<file path="config.mk">
export PLATFORM = sky130hd
export DESIGN_NAME = pool_engine
export DESIGN_NICKNAME = d
export VERILOG_FILES = /design/src/rtl/pool_engine.sv
export SDC_FILE = /design/constraint.sdc
export NUM_CORES = 1
export LEC_CHECK = 0
export CAP_MARGIN = 20
export CORE_MARGIN = 2
export CORE_UTILIZATION = 50
export DETAILED_ROUTE_END_ITERATION = 8
export DONT_BUFFER_PORTS = 1
export GPL_TIMING_DRIVEN = 0
export PLACE_DENSITY = 0.68
export SLEW_MARGIN = 10
export SYNTH_ARGS = -nofsm -noshare
export SYNTH_HDL_FRONTEND = slang
export SYNTH_SLANG_ARGS = --single-unit
</file>
<file path="constraint.sdc">
create_clock -name clk -period 2.8 [get_ports clk]
set_input_delay 0.56 -clock clk [delete_from_list [all_inputs] [get_ports clk]]
set_output_delay 0.56 -clock clk [all_outputs]
set_load 0.01 [all_outputs]
</file>
<file path="src/rtl/pool_engine.sv">
// 2x2 stride-2 signed max-pooling engine over CH feature maps with a start/done handshake.
// Define POOL_FLATTEN_EN to write channel-interleaved results into the FLAT_SEL memory.
module pool_engine #(
  parameter int DW       = 20,
  parameter int AW       = 12,
  parameter int IMG_W    = 64,
  parameter int IMG_H    = 64,
  parameter int CH       = 2,
  parameter int SRC_SEL  = 1,
  parameter int DST_SEL  = 3,
  parameter int FLAT_SEL = 5
) (
  input  logic          clk,
  input  logic          reset,
  input  logic          start,
  output logic          busy,
  output logic          done,
  output logic          crd,
  output logic [AW-1:0] caddr_rd,
  input  logic [DW-1:0] cdata_rd,
  output logic          cwr,
  output logic [AW-1:0] caddr_wr,
  output logic [DW-1:0] cdata_wr,
  output logic [2:0]    csel
);

  localparam int WC  = IMG_W / 2;
  localparam int WRN = IMG_H / 2;
  localparam int CW  = (WC > 1) ? $clog2(WC) : 1;
  localparam int RW  = (WRN > 1) ? $clog2(WRN) : 1;
  localparam int CHW = (CH > 1) ? $clog2(CH) : 1;

  typedef enum logic [2:0] {IDLE, R0, R1, R2, R3, WR, DONE} state_t;

  state_t state, state_next;

  logic [RW-1:0]         win_r;
  logic [CW-1:0]         win_c;
  logic [CHW-1:0]        ch;
  logic signed [DW-1:0]  acc;
  logic signed [DW-1:0]  pooled;
  logic [AW-1:0]         base;
  logic [AW-1:0]         rd_addr;
  logic [AW-1:0]         rd_last;
  logic [AW-1:0]         out_idx;
  logic                  last_ch, last_c, last_r;

  assign last_ch = (int'(ch) == CH - 1);
  assign last_c  = (int'(win_c) == WC - 1);
  assign last_r  = (int'(win_r) == WRN - 1);
  assign base    = AW'(2 * int'(win_r) * IMG_W + 2 * int'(win_c));
  assign out_idx = AW'(int'(win_r) * WC + int'(win_c));
  // Ties keep acc; R3 data arrives during WR and is folded in combinationally.
  assign pooled  = ($signed(cdata_rd) > acc) ? $signed(cdata_rd) : acc;

  always_comb begin
    case (state)
      R0:      rd_addr = base;
      R1:      rd_addr = base + AW'(1);
      R2:      rd_addr = base + AW'(IMG_W);
      R3:      rd_addr = base + AW'(IMG_W + 1);
      default: rd_addr = rd_last;
    endcase
  end

  always_ff @(posedge clk) begin
    if (reset) state <= IDLE;
    else       state <= state_next;
  end

  always_ff @(posedge clk) begin
    if (reset) begin
      win_r   <= '0;
      win_c   <= '0;
      ch      <= '0;
      acc     <= '0;
      rd_last <= '0;
    end else begin
      case (state)
        IDLE: if (start) begin
          win_r <= '0;
          win_c <= '0;
          ch    <= '0;
        end
        R0: rd_last <= rd_addr;
        R1: begin
          rd_last <= rd_addr;
          acc     <= $signed(cdata_rd);
        end
        R2, R3: begin
          rd_last <= rd_addr;
          acc     <= pooled;
        end
        WR: begin
          if (!last_ch) begin
            ch <= ch + CHW'(1);
          end else begin
            ch <= '0;
            if (last_c) begin
              win_c <= '0;
              win_r <= last_r ? '0 : win_r + RW'(1);
            end else begin
              win_c <= win_c + CW'(1);
            end
          end
        end
        default: ;
      endcase
    end
  end

  always_comb begin
    state_next = state;
    case (state)
      IDLE:    state_next = start ? R0 : IDLE;
      R0:      state_next = R1;
      R1:      state_next = R2;
      R2:      state_next = R3;
      R3:      state_next = WR;
      WR:      state_next = (last_ch && last_c && last_r) ? DONE : R0;
      DONE:    state_next = IDLE;
      default: state_next = IDLE;
    endcase
  end

  always_comb begin
    busy     = 1'b0;
    done     = 1'b0;
    crd      = 1'b0;
    cwr      = 1'b0;
    caddr_rd = rd_last;
    caddr_wr = '0;
    cdata_wr = '0;
    csel     = '0;
    case (state)
      R0, R1, R2, R3: begin
        busy     = 1'b1;
        crd      = 1'b1;
        caddr_rd = rd_addr;
        csel     = 3'(SRC_SEL + int'(ch));
      end
      WR: begin
        busy     = 1'b1;
        cwr      = 1'b1;
        cdata_wr = pooled;
`ifdef POOL_FLATTEN_EN
        csel     = 3'(FLAT_SEL);
        caddr_wr = AW'(int'(out_idx) * CH + int'(ch));
`else
        csel     = 3'(DST_SEL + int'(ch));
        caddr_wr = out_idx;
`endif
      end
      DONE: done = 1'b1;
      default: ;
    endcase
  end

endmodule

</file>
==> results.cfg <==
[yosys]
synth_ff_type = dfxtp_1
synth_enable_flop_cells = 0
synth_area_um2 = 3060
synth_top_area_share_pct = 30.1
ys_ff_latch = 46
yosysSeqAreaShare_pct = 30.1
synthTopCellsByCount = 46 x dfxtp_1, 44 x nand2b_1, 36 x nand2_1
yosys.area.top_type = dfxtp_1
synthArstFlopShare_pct = 0
synth_most_common_cell = dfxtp_1
synthDistinctLibCells = 41
synthTopCellsByArea = dfxtp_1 30%, ha_1 9.8%, nand2b_1 9.0%, mux2i_1 6.5%, nand3_1 4.7%
syn_area_per_cell_um2 = 7.94
syn_inst = 385
yosysWarnings = 0

[placement]
pre_cts_ws_ps = -372
place_inst = 461
port_buffers = 0
dpl_cell_area_um2 = 3310
hpwl_um = 5360
finalWeightedCongestion = 0.822

[setup_path]
path_cells = inv_1, ha_4, nand4_1, nor4_2, a21boi_4, a2111oi_4, a21boi_2, o21ai_2, buf_6, clkbuf_16, o31ai_4
critPathBufInv = 3
crit_fanout = 5
setup.worst_path.end_class = output pin
critPathArrivalTime_ps = 2710
cpPeakStageDelay_ps = 390
critical_path.top_delay_family = compound AO/OA/AOI/OAI gates
path_class = reg -> out
critPathRequiredTime_ps = 2240
slowest_stage = nor4_2
start_kind = flip-flop

[drt]
wl_um = 9490
num_vias = 2912
ant_nets = 0
drc = 0
dr.pass1.iters = 4
drtIter0Drc = 158
wl_per_cell_um = 19.0
vias_per_cell = 5.84

[finish]
insertedDiodeCount = 0
final_area_um2 = 4410
fin_nets = 470
multi_input_area_um2 = 2610
area_growth_pct = 44.2
final.fill_count = 391
layout-drive-gt1-share_pct = 37.3
seq_area_um2 = 956
finalNonFillerCells = 499

[die]
dieHeight_um = 82.2
die_area_um2 = 6760
die_x_um = 82.2
core_um2 = 5920
start_util_pct = 51.6
row_count = 28
io_pins = 74

[pwr]
sw_frac_of_total_pct = 37.8
power.share.clock_pct = 20.3
power_density_nw_per_um2 = 509
p_switching_uw = 850
leakage_uw = 0.00169
ir_drop_mv = 0.303
seq_power_share_pct = 34.2
pwr-share-comb_pct = 45.5
intPower_uw = 1400

[sta]
slew_viol_final = 0
fin_setup_tns_ps = -8170
fin_skew_ps = 8.99
hold_violations = 0
setup_violations = 21
fin_crit_ps = 3270
rsz0062_at_grt = yes
tightest_slew_ps = 575
finalCritPeriodShare_pct = 117
relSlewSlack_pct = 61.7
layout_setup_ws_ps = -468
whs_ps = 372
timing.fmax_ghz = 0.306

[outcome]
outcome = finished with violations
violations = negative setup slack

[cts]
clkSinkCount = 46
clock-root-buffer = clkbuf_8
worstSkewPairLatency_ps = 320
htreeDepth = 2
clk_path_buf_depth = 2
cts_buffers = 5
clk_pin_slew_ps = 100
cts_tree = done

[job]
drv_cap = 0

[global_route]
first_global_vias = 2863
grt_pass1_wl_um = 14000
grt_max_degree = 17
gr-total-overflow = 0
antenna_found_initial = 0
track_usage_pct = 27.0

[hold_path]
hold_path.class = in -> reg
[per-layer routing]
metal  share of wire [%]  track usage (%)
met5                   0                0
met4                 2.7             9.00
met3                 6.3             5.98
met2                  49             43.9
met1                  42             35.3
[layout by cell type, fill, tap and decap left out, drive strengths merged, types with 2 or more instances in the layout]
| cell type | netlist | routed |
|---|---|---|
| clkbuf | 20 | 29 |
| mux2 | 10 | 10 |
| or3 | 2 | 2 |
| buf | 6 | 32 |
| nor3b | 2 | 2 |
| nor4 | 2 | 2 |
| nand3 | 29 | 29 |
| o21ai | 31 | 31 |
| conb | 1 | 2 |
| inv | 21 | 22 |
| a21boi | 2 | 2 |
| ha | 24 | 24 |
| dfxtp | 46 | 46 |
| nor2 | 15 | 15 |
| nand2 | 36 | 36 |
| nand2b | 44 | 44 |
| xnor2 | 4 | 4 |
| nand4 | 8 | 8 |
| nor2b | 13 | 13 |
| clkinv | 1 | 2 |
| nor3 | 2 | 2 |
| a21o | 2 | 2 |
| a21oi | 19 | 19 |
| xor2 | 2 | 2 |
| mux2i | 20 | 20 |
| and3 | 13 | 13 |
[cell type report]
| class | instances | area share, % |
|---|---|---|
| Multi-Input combinational cell | 292 | 59.1 |
| Sequential cell | 46 | 21.7 |
| Timing Repair Buffer | 31 | 7.92 |
| Buffer | 25 | 5.16 |
| Tap cell | 75 | 2.13 |
| Inverter | 22 | 1.87 |
| Clock buffer | 5 | 1.56 |
| Clock inverter | 3 | 0.568 |
[through the flow]
| stage | util, % | power (µW) |
|---|---|---|
| 3_5_place_dp | 55.8 | 1320 |
| 4_1_cts | 69.6 | 2070 |
| 6_report | 74.5 | 2250 |
| 5_1_grt | 74.5 | 2340 |
| 3_3_place_gp | 55.8 | 1310 |
| 2_1_floorplan | - | 1210 |
[state kept, by name, summed over array words and instances (netlist names)]
signal,cells
ch,1
acc,20
win_c,5
rd_last,12
state,3
win_r,5
[worst paths after layout]
| path | startpoint | end | slack, ps | depth (start not counted) |
|---|---|---|---|---|
| worst max-delay path | acc[7] | cdata_wr[0] | -470 | 11 |
| worst min-delay path | cdata_rd[11] | acc[11] | 370 | 2 |
| worst max register to register | acc[7] | acc[7] | -10 | 14 |
| worst min register to register | win_r[4] | win_r[4] | 500 | 2 |
[what timing repair did]
action | 4_1_cts | 5_1_grt
hold buffers | 0 | 0
pin swaps | 33 | 16
setup endpoints to repair | 31 | 49
buffers inserted | 16 | 8
cloned | 5 | 2
gates resized for setup | 96 | 41
endpoints found under the hold margin | 0 | 0
[cells by family (layout without fill, tap and decap cells)]
| kind of cell | after synthesis | after routing | synth area share [%] |
|---|---|---|---|
| simple gates | 169 | 169 | 29.5 |
| compound gates | 61 | 61 | 11.7 |
| buf+inv | 48 | 86 | 6.71 |
| flops | 46 | 46 | 30.1 |
| mux | 30 | 30 | 10.2 |
| fa+ha+maj | 24 | 24 | 9.82 |
| xor+xnor | 6 | 6 | 1.72 |
| other cells | 1 | 2 | 0.123 |
[worst reg2reg max path, stage by stage, from the launching register on]
cell and delay, ps:
dfxtp_4 370, inv_1 60, ha_4 280, nand4_1 120, nor4_2 390, buf_4 170, buf_4 90, nand4_1 140
buf_4 190, nand2_1 70, o21ai_1 80, a2bb2oi_2 170, o21a_4 220, clkbuf_16 180, mux2i_1 200
[power by group through the flow]
stage / sequential [µW] / clock (µW) / combinational (µW)
2_1_floorplan: 749 / 0 / 458
3_3_place_gp: 758 / 0 / 549
3_5_place_dp: 760 / 0 / 560
4_1_cts: 757 / 455 / 853
5_1_grt: 773 / 486 / 1080
6_report: 768 / 457 / 1020
Power figures use the tool's default switching activity.
